--- config.mk ---
export PLATFORM = sky130hd
export DESIGN_NAME = booth_mul_arbiter
export DESIGN_NICKNAME = d
export VERILOG_FILES = /design/src/rtl/booth_mul_arbiter_pkg.sv /design/src/rtl/booth_mul_arbiter_rr_arb2.sv /design/src/rtl/booth_mul_arbiter.sv
export SDC_FILE = /design/constraint.sdc
export NUM_CORES = 1
export LEC_CHECK = 0
export ABC_CLOCK_PERIOD_IN_PS = 2000
export CORE_MARGIN = 2
export CORE_UTILIZATION = 41
export DETAILED_ROUTE_END_ITERATION = 10
export GPL_ROUTABILITY_DRIVEN = 0
export GPL_TIMING_DRIVEN = 0
export PLACE_DENSITY = 0.8
export REMOVE_ABC_BUFFERS = 1
export SYNTH_ARGS = -nofsm -noshare
export SYNTH_HDL_FRONTEND = slang
export SYNTH_HIERARCHICAL = 1
export SYNTH_SLANG_ARGS = --single-unit
--- constraint.sdc ---
create_clock -name clk -period 2 [get_ports clk]
set_input_delay 0.4 -clock clk [delete_from_list [all_inputs] [get_ports clk]]
set_output_delay 0.4 -clock clk [all_outputs]
set_load 0.01 [all_outputs]
--- src/rtl/booth_mul_arbiter_pkg.sv ---
// Shared definitions for the Booth multiplier arbiter slice.
//   WIDTH   : default operand width
//   PW      : product width for the default operand width
//   state_t : arbiter FSM states
package booth_mul_arbiter_pkg;

  localparam int unsigned WIDTH = 5;
  localparam int unsigned PW    = 2 * WIDTH;

  typedef enum logic [2:0] {
    ST_IDLE,
    ST_START,
    ST_LOADY,
    ST_LOADX,
    ST_WAIT,
    ST_LOW,
    ST_RESP,
    ST_ABORT
  } state_t;

endpackage

--- src/rtl/booth_mul_arbiter_rr_arb2.sv ---
// Two-way round-robin picker with a last-served register.
//   clk, rst        : clock, synchronous active-high reset (last <= 1)
//   en              : picking enabled (arbiter idle)
//   req0, req1      : requests
//   upd, upd_owner  : record upd_owner as last served
//   gnt0, gnt1      : one-hot grant, only while en
module rr_arb2 (
  input  logic clk,
  input  logic rst,
  input  logic en,
  input  logic req0,
  input  logic req1,
  input  logic upd,
  input  logic upd_owner,
  output logic gnt0,
  output logic gnt1
);

  logic last;

  always_ff @(posedge clk) begin
    if (rst) begin
      last <= 1'b1;
    end else if (upd) begin
      last <= upd_owner;
    end
  end

  // On a tie, serve whichever requester was not served last.
  always_comb begin
    gnt0 = 1'b0;
    gnt1 = 1'b0;
    if (en) begin
      if (req0 && req1) begin
        gnt0 = last;
        gnt1 = !last;
      end else begin
        gnt0 = req0;
        gnt1 = req1;
      end
    end
  end

endmodule

--- src/rtl/booth_mul_arbiter.sv ---
// Shares one serial-load Booth multiplier between two requesters.
//   clk, rst                 : clock, synchronous active-high reset
//   req*/a*/b*               : requests and signed operands (X=a, Y=b)
//   gnt*                     : grant pulse, operands captured
//   rsp_valid*, rsp_prod,
//   rsp_err                  : result pulse to owner, product {hi,lo}, abort flag
//   busy                     : arbiter not idle
//   m_start, m_data_in, m_rst: multiplier control / operand bus / reset
//   m_done, m_data_out       : multiplier completion, high then low half
module booth_mul_arbiter #(
  parameter int unsigned WIDTH   = booth_mul_arbiter_pkg::WIDTH,
  parameter int unsigned TIMEOUT = 32
) (
  input  logic               clk,
  input  logic               rst,
  input  logic               req0,
  input  logic               req1,
  input  logic [WIDTH-1:0]   a0,
  input  logic [WIDTH-1:0]   b0,
  input  logic [WIDTH-1:0]   a1,
  input  logic [WIDTH-1:0]   b1,
  output logic               gnt0,
  output logic               gnt1,
  output logic               rsp_valid0,
  output logic               rsp_valid1,
  output logic [2*WIDTH-1:0] rsp_prod,
  output logic               rsp_err,
  output logic               busy,
  output logic               m_start,
  output logic [WIDTH-1:0]   m_data_in,
  output logic               m_rst,
  input  logic               m_done,
  input  logic [WIDTH-1:0]   m_data_out
);

  import booth_mul_arbiter_pkg::*;

  localparam int unsigned CW = (TIMEOUT > 2) ? $clog2(TIMEOUT) : 1;
  localparam logic [CW-1:0] CNT_LAST = CW'(TIMEOUT - 1);

  state_t             state, state_nx;
  logic               owner;
  logic [WIDTH-1:0]   a_q, b_q, hi_q;
  logic [CW-1:0]      cnt;
  logic [2*WIDTH-1:0] prod_q;
  logic               err_q;
  logic               arb_gnt0, arb_gnt1;

  rr_arb2 u_arb (
    .clk       (clk),
    .rst       (rst),
    .en        (state == ST_IDLE && !rst),
    .req0      (req0),
    .req1      (req1),
    .upd       (state == ST_RESP),
    .upd_owner (owner),
    .gnt0      (arb_gnt0),
    .gnt1      (arb_gnt1)
  );

  always_ff @(posedge clk) begin
    if (rst) begin
      state  <= ST_IDLE;
      owner  <= 1'b0;
      a_q    <= '0;
      b_q    <= '0;
      hi_q   <= '0;
      cnt    <= '0;
      prod_q <= '0;
      err_q  <= 1'b0;
    end else begin
      state <= state_nx;
      if (arb_gnt0 || arb_gnt1) begin
        owner <= arb_gnt1;
        a_q   <= arb_gnt1 ? a1 : a0;
        b_q   <= arb_gnt1 ? b1 : b0;
      end
      if (state == ST_WAIT) cnt <= cnt + 1'b1;
      else                  cnt <= '0;
      if (state == ST_WAIT && m_done) hi_q <= m_data_out;
      // Output register loads on entry to RESP and holds until the next one.
      if (state == ST_LOW) begin
        prod_q <= {hi_q, m_data_out};
        err_q  <= 1'b0;
      end
      if (state == ST_ABORT) begin
        prod_q <= '0;
        err_q  <= 1'b1;
      end
    end
  end

  always_comb begin
    state_nx = state;
    case (state)
      ST_IDLE:  if (arb_gnt0 || arb_gnt1) state_nx = ST_START;
      ST_START: state_nx = ST_LOADY;
      ST_LOADY: state_nx = ST_LOADX;
      ST_LOADX: state_nx = ST_WAIT;
      // Completion wins over a timeout landing in the same cycle.
      ST_WAIT: begin
        if (m_done)               state_nx = ST_LOW;
        else if (cnt == CNT_LAST) state_nx = ST_ABORT;
      end
      ST_LOW:   state_nx = ST_RESP;
      ST_ABORT: state_nx = ST_RESP;
      ST_RESP:  state_nx = ST_IDLE;
      default:  state_nx = ST_IDLE;
    endcase
  end

  always_comb begin
    gnt0       = arb_gnt0;
    gnt1       = arb_gnt1;
    rsp_valid0 = !rst && state == ST_RESP && !owner;
    rsp_valid1 = !rst && state == ST_RESP && owner;
    busy       = !rst && state != ST_IDLE;
    m_start    = !rst && state == ST_START;
    m_rst      = rst || state == ST_ABORT;
    m_data_in  = '0;
    if (!rst) begin
      if (state == ST_LOADY) m_data_in = b_q;
      if (state == ST_LOADX) m_data_in = a_q;
    end
    rsp_prod = prod_q;
    rsp_err  = err_q;
  end

endmodule

## After elaboration in Yosys (flattened, before gate mapping)

Cells that the tools add are included.

| storage, ports and cells | value |
|---|---|
| register bits after elaboration | 36 |
| input port bits | 30 |
| output and inout bits | 23 |
| word-level logic and storage cells | 56 |

| cells by class | value |
|---|---|
| add/subtract/negate cells | 1 |
| equality and inequality tests | 10 |
| multiplexer cells | 15 |
| bitwise logic cells | 1 |
| reduce and logical (&&, ||, !) cells | 20 |

Operator list:

| operator | count |
|---|---|
| $mux 5 | 5 |
| $pmux 3 s7 | 1 |
| $eq 3x3->1 const B | 4 |
| $mux 3 | 3 |
| $logic_and 1x1->1 | 8 |
| $eq 3x2->1 const B | 2 |
| $mux 1 | 6 |
| $reduce_or 2->1 | 3 |
| $add 5x1->5 const B | 1 |
| $eq 5x5->1 const B | 1 |
| $eq 3x1->1 const B | 1 |
| $logic_not 1->1 | 3 |
| $logic_not 3->1 | 1 |
| $ne 3x2->1 const B | 1 |
| $reduce_bool 3->1 | 1 |
| $logic_or 1x1->1 | 2 |
| $ne 2x1->1 const B | 1 |
| $reduce_and 2->1 | 1 |
| $reduce_bool 2->1 | 1 |
| $not 1->1 | 1 |

## Longest topological paths before layout

Gate-level depths: netlist of the first run.

| depth | value |
|---|---|
| depth in word-level cells | 6 |
| gate-level depth with buffers | 9 |
| depth with buffers taken out | 6 |

## By module

Netlist of the first run, hierarchy kept.

Modules (own cells, without submodules):

| module | times used | cells an instance | area each (um^2) | seq. area each (um^2) |
|---|---|---|---|---|
| booth_mul_arbiter | 1 | 161 | 1591.5 | 700.7 |
| rr_arb2 | 1 | 9 | 61.3 | 20.0 |

## Worst setup path before layout of the first run

Ideal clock, no wire load.

| timing path | value |
|---|---|
| kind | input to register |
| from | in rst |
| to | reg b_q[1] |
| arrival time | 2.131 ns |
| required time | 1.872 ns |
| setup slack | -0.259 ns |
| cell stages on the path | 9 |
| path through | buf_2 clkbuf_1 nor4_1 nand2_1 a21oi_1 buf_2 mux2_2 mux2i_1 nor2_1 |

| on the way | value |
|---|---|
| cells in the longest elaborated chain, start to end | 4 |
| elaborated cells between the ends (all ways) | 6 |

Ends and longest elaborated chain:

| element | RTL line | text |
|---|---|---|
| start: declaration | booth_mul_arbiter.sv:15 | `input logic rst,` |
| $logic_not 1->1 | n/a |  |
| $logic_and 1x1->1 | booth_mul_arbiter.sv:52 | `.en (state == ST_IDLE && !rst),` |
| $mux 1 | booth_mul_arbiter_rr_arb2.sv:33 | `if (en) begin` |
| via gnt0 | booth_mul_arbiter.sv:22 | `output logic gnt0,` |
| $logic_or 1x1->1 | booth_mul_arbiter.sv:73 | `if (arb_gnt0 \|\| arb_gnt1) begin` |
| end signal: assignment | booth_mul_arbiter.sv:76 | `b_q <= arb_gnt1 ? b1 : b0;` |
| end: declaration | booth_mul_arbiter.sv:43 | `logic [WIDTH-1:0] a_q, b_q, hi_q;` |

The timed path passes the listed nets, and every way through them passes these cells.
A chain may end at the register's enable or synchronous reset.

## Final worst setup path of the first run

| timing path | value |
|---|---|
| from | reg state[1] |
| to | out gnt1 |

| on the way | value |
|---|---|
| cells in the longest elaborated chain, start to end | 3 |

Ends and longest elaborated chain:

| element | RTL line | text |
|---|---|---|
| start: declaration | booth_mul_arbiter.sv:41 | `state_t state, state_nx;` |
| start signal: assignment | booth_mul_arbiter.sv:72 | `state <= state_nx;` |
| $logic_not 3->1 | booth_mul_arbiter.sv:52 |  |
| $logic_and 1x1->1 | booth_mul_arbiter.sv:52 |  |
| $mux 1 | booth_mul_arbiter_rr_arb2.sv:33 |  |
| end: declaration | booth_mul_arbiter.sv:23 | `output logic gnt1,` |

Every way passes these cells.

==> results of run 1 <==
## state kept, by name (all words and copies together), names as in the netlist, named ones only
register    flops
owner           1
hi_q            5
state           2
a_q             5
rsp_prod       10
cnt             5
b_q             5
u_arb/last      1
rsp_err         1
## layout make-up
class,instances,share of cell area
Multi-Input combinational cell,119,0.3799
Sequential cell,36,0.3122
Timing Repair Buffer,60,0.2433
Clock buffer,6,0.03095
Tap cell,50,0.02668
Inverter,3,0.004803
Clock inverter,1,0.002134
## metrics by stage
| stage | setup WS [ps] | hold slack, ps | setup TNS [ps] | total power (uW) |
|---|---|---|---|---|
| 2_1_floorplan | -385.5 | 417.5 | -4811 | 1059 |
| 3_3_place_gp | -2244 | 435.1 | -35530 | 1204 |
| 3_5_place_dp | -2011 | 461.7 | -34690 | 1214 |
| 4_1_cts | 15.48 | 471.8 | 0 | 1758 |
| 5_1_grt | -31.97 | 484.4 | -31.97 | 1840 |
| 6_report | 31.65 | 467.0 | 0 | 1750 |
## layout by cell type, fill, tap and decap left out, types with 3 or more instances in the layout
cell | Yosys | routed
clkbuf_8 | 0 | 5
nor2_1 | 39 | 39
inv_1 | 3 | 3
buf_4 | 4 | 8
nor4b_1 | 3 | 3
mux2_2 | 10 | 10
a21oi_1 | 5 | 3
nand2_1 | 7 | 7
mux2i_1 | 30 | 30
dlygate4sd2_1 | 0 | 9
dfxtp_4 | 0 | 3
clkdlybuf4s50_1 | 0 | 39
dfxtp_1 | 36 | 33
## routing by layer
metal	routed length [um]	track usage
met5	0	0
met4	25	0.05357
met3	125	0.04500
met2	1885	0.2941
met1	1733	0.2259
## critical path, delay by kind of cell (launching register included)
kind / cells / cell delay [ps]
compound gates: 1 / 170
simple gates: 2 / 430
buf+inv: 1 / 280
flops: 1 / 400
## repair_timing
| item | 4_1_cts | 5_1_grt |
|---|---|---|
| gates resized for setup | 30 | 5 |
| setup endpoints to repair | 24 | 5 |
| setup buffers | 8 | 0 |
| hold buffers | 0 | 0 |
## worst paths after layout
| check | slack, ps | startpoint | depth (start not counted) | endpoint |
|---|---|---|---|---|
| max | 30 | state[1] | 4 | gnt1 |
| min | 470 | rsp_err | 2 | rsp_err |
| max reg2reg | 140 | state[1] | 7 | a_q[0] |
| min reg2reg | 470 | rsp_err | 2 | rsp_err |
## where the power goes
group | switching (uW) | internal (uW) | total [uW]
sequential | 51.3 | 768 | 819
combinational | 199 | 254 | 453
clock | 242 | 237 | 478
## kinds of logic (layout without fill, tap and decap cells)
group	after synthesis	count (layout)	synth area share
adder cells (fa/ha/maj)	2	2	0.01514
buffers and inverters	15	70	0.05374
AO/OA/AOI/OAI	8	8	0.03104
AND/OR/NAND/NOR	66	66	0.1983
flip-flops	36	36	0.4360
XOR/XNOR	3	3	0.01590
multiplexers	40	40	0.2498
==> summary.txt, run 1 <==
Final ANT Viol Nets: 0
Least-Margin Pin Slew: 328.3 ps
clk_lat worst skew: 280 ps
first-pass GRT wire length: 5927 um
# clock sinks: 36
CP Class: flop to primary output
Peak VDD IR: 0.4869 mV
Yosys cell types: 30
final hold viol count: 0
synth top area cells: dfxtp_1, mux2i_1, nor2_1
I/O Pins: 53
worst hold path type: flop to flop
static leakage: 0.001043 uW
CTS H-Tree Depth: 2
share of flip-flops with an asynchronous set or reset: 0
via count: 1341
Tmin final: 1968 ps
largest net degree at the start of global routing: 30
fin crit share: 0.9842
flops & latches, synth: 36
vias in the first global route: 1222
PwrDens: 746.5 nW/um2
endpoints failing setup: 0
Finished Core Util: 0.5947
Mapped Avg Cell Area: 9.723 um2
area grow syn2layout: 41.86%
Worst EP arrival: 1570 ps
First-pass DRT Iterations: 4
register area share after synthesis: 0.4360
register area: 732.0 um2
Placed Cells: 260
clk buf depth: 2
RSZ-0062 raised after global routing: true
CP Cell Sequence: nor4_4, nand2_1, a21oi_4, dlygate4sd2_1
Slew Limit Fails: 0
share of cells above drive strength 1: 0.1644
initial antenna violation count: 0
status: completed
Initial Util: 0.4192
maximum clock rate: 0.5080 GHz
Std-Cell Rows: 23
synth warn: 6
die width: 67.49 um
HPWL after DPL: 2347 um
clk root buf: clkbuf_8
DR DRC count: 0
# port buffers: 52
CTS buffer count: 5
required time at the worst-slack endpoint: 1600 ps
most common cell in the netlist: nor2_1
CP Capture Type: primary output
Post-synth EDFFs: 0
Main synth FF type: dfxtp_1
DR iter-0 viols: 84
Core Area: 3943 um2
Cells after Synth: 170
post-synth top area share: 0.4360
Max Cap Viol: 0
dpl cell area: 2162 um2
Max FO, Critical Path: 13
final design area excluding fillers: 2345 um2
Filler cells: 337
clk slew on worst S/H paths: 70 ps
slowest cell on the critical path: dfxtp_4
# nets final: 257
area of the multi-input gates: 890.9 um2
grt ovf: 0
Slew HR: 0.7780
Worst Skew: 4.671 ps
synthesized cell area: 1653 um2
Startpoint Class: flop
n_diodes: 0
WL per Instance: 13.71 um
Die Span Y: 67.49 um
drt total wl: 3769 um
detailed-route vias per instance: 4.876
most frequent cells after synthesis: nor2_1, dfxtp_1, mux2i_1
Post-Layout Cell Count: 275
top cell type by total area after synthesis: dfxtp_1
CP max stage delay: 400 ps
Die ar.: 4555 um2
Tot GR Track Use: 0.1775
CTS tree: built
No activity file was read; power rests on OpenSTA's default activity.
==> run 2: changes to the inputs <==
--- a/config.mk
+++ b/config.mk
@@ -12,6 +12,7 @@
 export GPL_ROUTABILITY_DRIVEN = 0
 export GPL_TIMING_DRIVEN = 0
 export PLACE_DENSITY = 0.8
+export RECOVER_POWER = 25
 export REMOVE_ABC_BUFFERS = 1
 export SYNTH_ARGS = -nofsm -noshare
 export SYNTH_HDL_FRONTEND = slang
==> summary.txt, run 2 (synthesis results as in run 1) <==
CTS tree: built
required time at the worst-slack endpoint: 1600 ps
Startpoint Class: flop
via count: 1357
Tot GR Track Use: 0.1775
Final WS setup: 30.09 ps
Die Span Y: 67.49 um
Slew Limit Fails: 0
most frequent cells in the layout: nor2_1, clkdlybuf4s50_1, dfxtp_1, mux2i_1, mux2_2
clk buf depth: 2
Hold Crit Depth: 2
Worst EP arrival: 1570 ps
vias in the first global route: 1222
CTS H-Tree Depth: 2
r2r startpoint: state[1]
Tmin final: 1970 ps
static leakage: 0.001036 uW
drt total wl: 3757 um
endpoints failing setup: 0
Worst Skew: 3.602 ps
Core Area: 3943 um2
CP Class: flop to primary output
# port buffers: 52
Final ANT Viol Nets: 0
Slew HR: 0.7443
DR iter-0 viols: 66
Sequential Power Share: 0.469
worst hold path type: flop to flop
FF-to-FF path depth: 7
status: completed
internal power: 1257 uW
Sw Share: 0.2808
max reg flops: 10
clk_lat worst skew: 280 ps
Filler cells: 338
grt ovf: 0
n_diodes: 0
CTS buffer count: 5
hold buffers post-CTS: 0
# clock sinks: 36
hold slack: 467.0 ps
fin crit share: 0.9850
clk slew on worst S/H paths: 70 ps
maximum clock rate: 0.5076 GHz
Peak VDD IR: 0.4864 mV
die width: 67.49 um
dpl ws: -2011 ps
final hold viol count: 0
Least-Margin Pin Slew: 383.6 ps
Max Cap Viol: 0
# nets final: 257
Worst R2R Setup Slack: 140 ps
Power, Total: 1748 uW
Initial Util: 0.4192
final design area excluding fillers: 2332 um2
WL per Instance: 13.66 um
DR DRC count: 0
initial antenna violation count: 0
largest net degree at the start of global routing: 30
CP Capture Type: primary output
First-pass DRT Iterations: 4
Post-Layout Cell Count: 275
Gate power share: 0.258
clk root buf: clkbuf_8
Max FO, Critical Path: 13
Die ar.: 4555 um2
share of cells above drive strength 1: 0.1511
Hold Startpoint: rsp_err
HPWL after DPL: 2347 um
area grow syn2layout: 41.11%
Placed Cells: 260
first-pass GRT wire length: 5927 um
Std-Cell Rows: 23
dpl cell area: 2162 um2
hold path endpoint: rsp_err
detailed-route vias per instance: 4.935
Clock power frac: 0.273
switching pwr: 490.8 uW
RSZ-0062 raised after global routing: true
I/O Pins: 53
PwrDens: 749.3 nW/um2
r2r endpoint: a_q[0]
==> run 2: changes by cell type in the layout (fill, tap and decap cells not counted) <==
| cell | delta |
|---|---|
| buf_4 | -2 |
| and2_0 | +1 |
| and2_1 | -1 |
| clkbuf_1 | +1 |
| clkbuf_4 | +1 |
| dfxtp_1 | +1 |
| dfxtp_4 | -1 |
| o211ai_1 | +1 |
| o211ai_2 | -1 |
==> run 2: worst max-delay path by stage <==
stage / startpoint / slack [ps] / endpoint / cells past startpoint
floorplan: state[0] / -390 / a_q[0] / 6
global placement: rst / -2240 / gnt1 / 5
detailed placement: rst / -2010 / gnt0 / 5
CTS: flop / 20 / m_rst / 4
global route: state[1] / -30 / gnt1 / 4
finish: state[1] / 30 / gnt1 / 4
==> run 2: final cells by class <==
type | instances | area, um2 | share of cell area
timing repair buffer | 60 | 566.8 | 0.2430
clock inverter | 1 | 5.005 | 0.002146
sequential | 36 | 728.2 | 0.3122
tap | 50 | 62.56 | 0.02682
multi-input combinational | 119 | 885.9 | 0.3798
clock buffer | 6 | 72.57 | 0.03112
inverter | 3 | 11.26 | 0.004828
==> run 2: metrics by stage <==
step / setup TNS (ps) / util
after floorplan: -4811 / -
after global placement: -35530 / 0.5474
after detailed placement: -34690 / 0.5484
after CTS: 0 / 0.5935
after global routing: -43.59 / 0.5916
final: 0 / 0.5916
==> run 2: what timing repair did <==
item / 4_1_cts / 5_1_grt
setup endpoints to repair: 24 / 5
gates resized for setup: 30 / 5
pin swaps: 0 / 0
buffers inserted: 8 / 0
==> run 2: critical path: stages (launching register included) <==
cell           delay (ps)
dfxtp_4               400
nor4_4                290
nand2_1               140
a21oi_4               170
dlygate4sd2_1         290
==> run 2: per-layer routing <==
layer,GRT usage,up-vias,routed length [um]
li1,-,686,-
met5,0,-,0
met1,0.2259,634,1713
met2,0.2941,33,1877
met4,0.05357,0,25
met3,0.04500,4,140
==> run 2: power groups by stage <==
stage | registers [uW] | logic (uW) | clock network, uW
finish | 820 | 451 | 477
CTS | 816 | 449 | 492
global placement | 853 | 351 | 0
global route | 824 | 486 | 528
detailed placement | 856 | 358 | 0
floorplan | 834 | 225 | 0
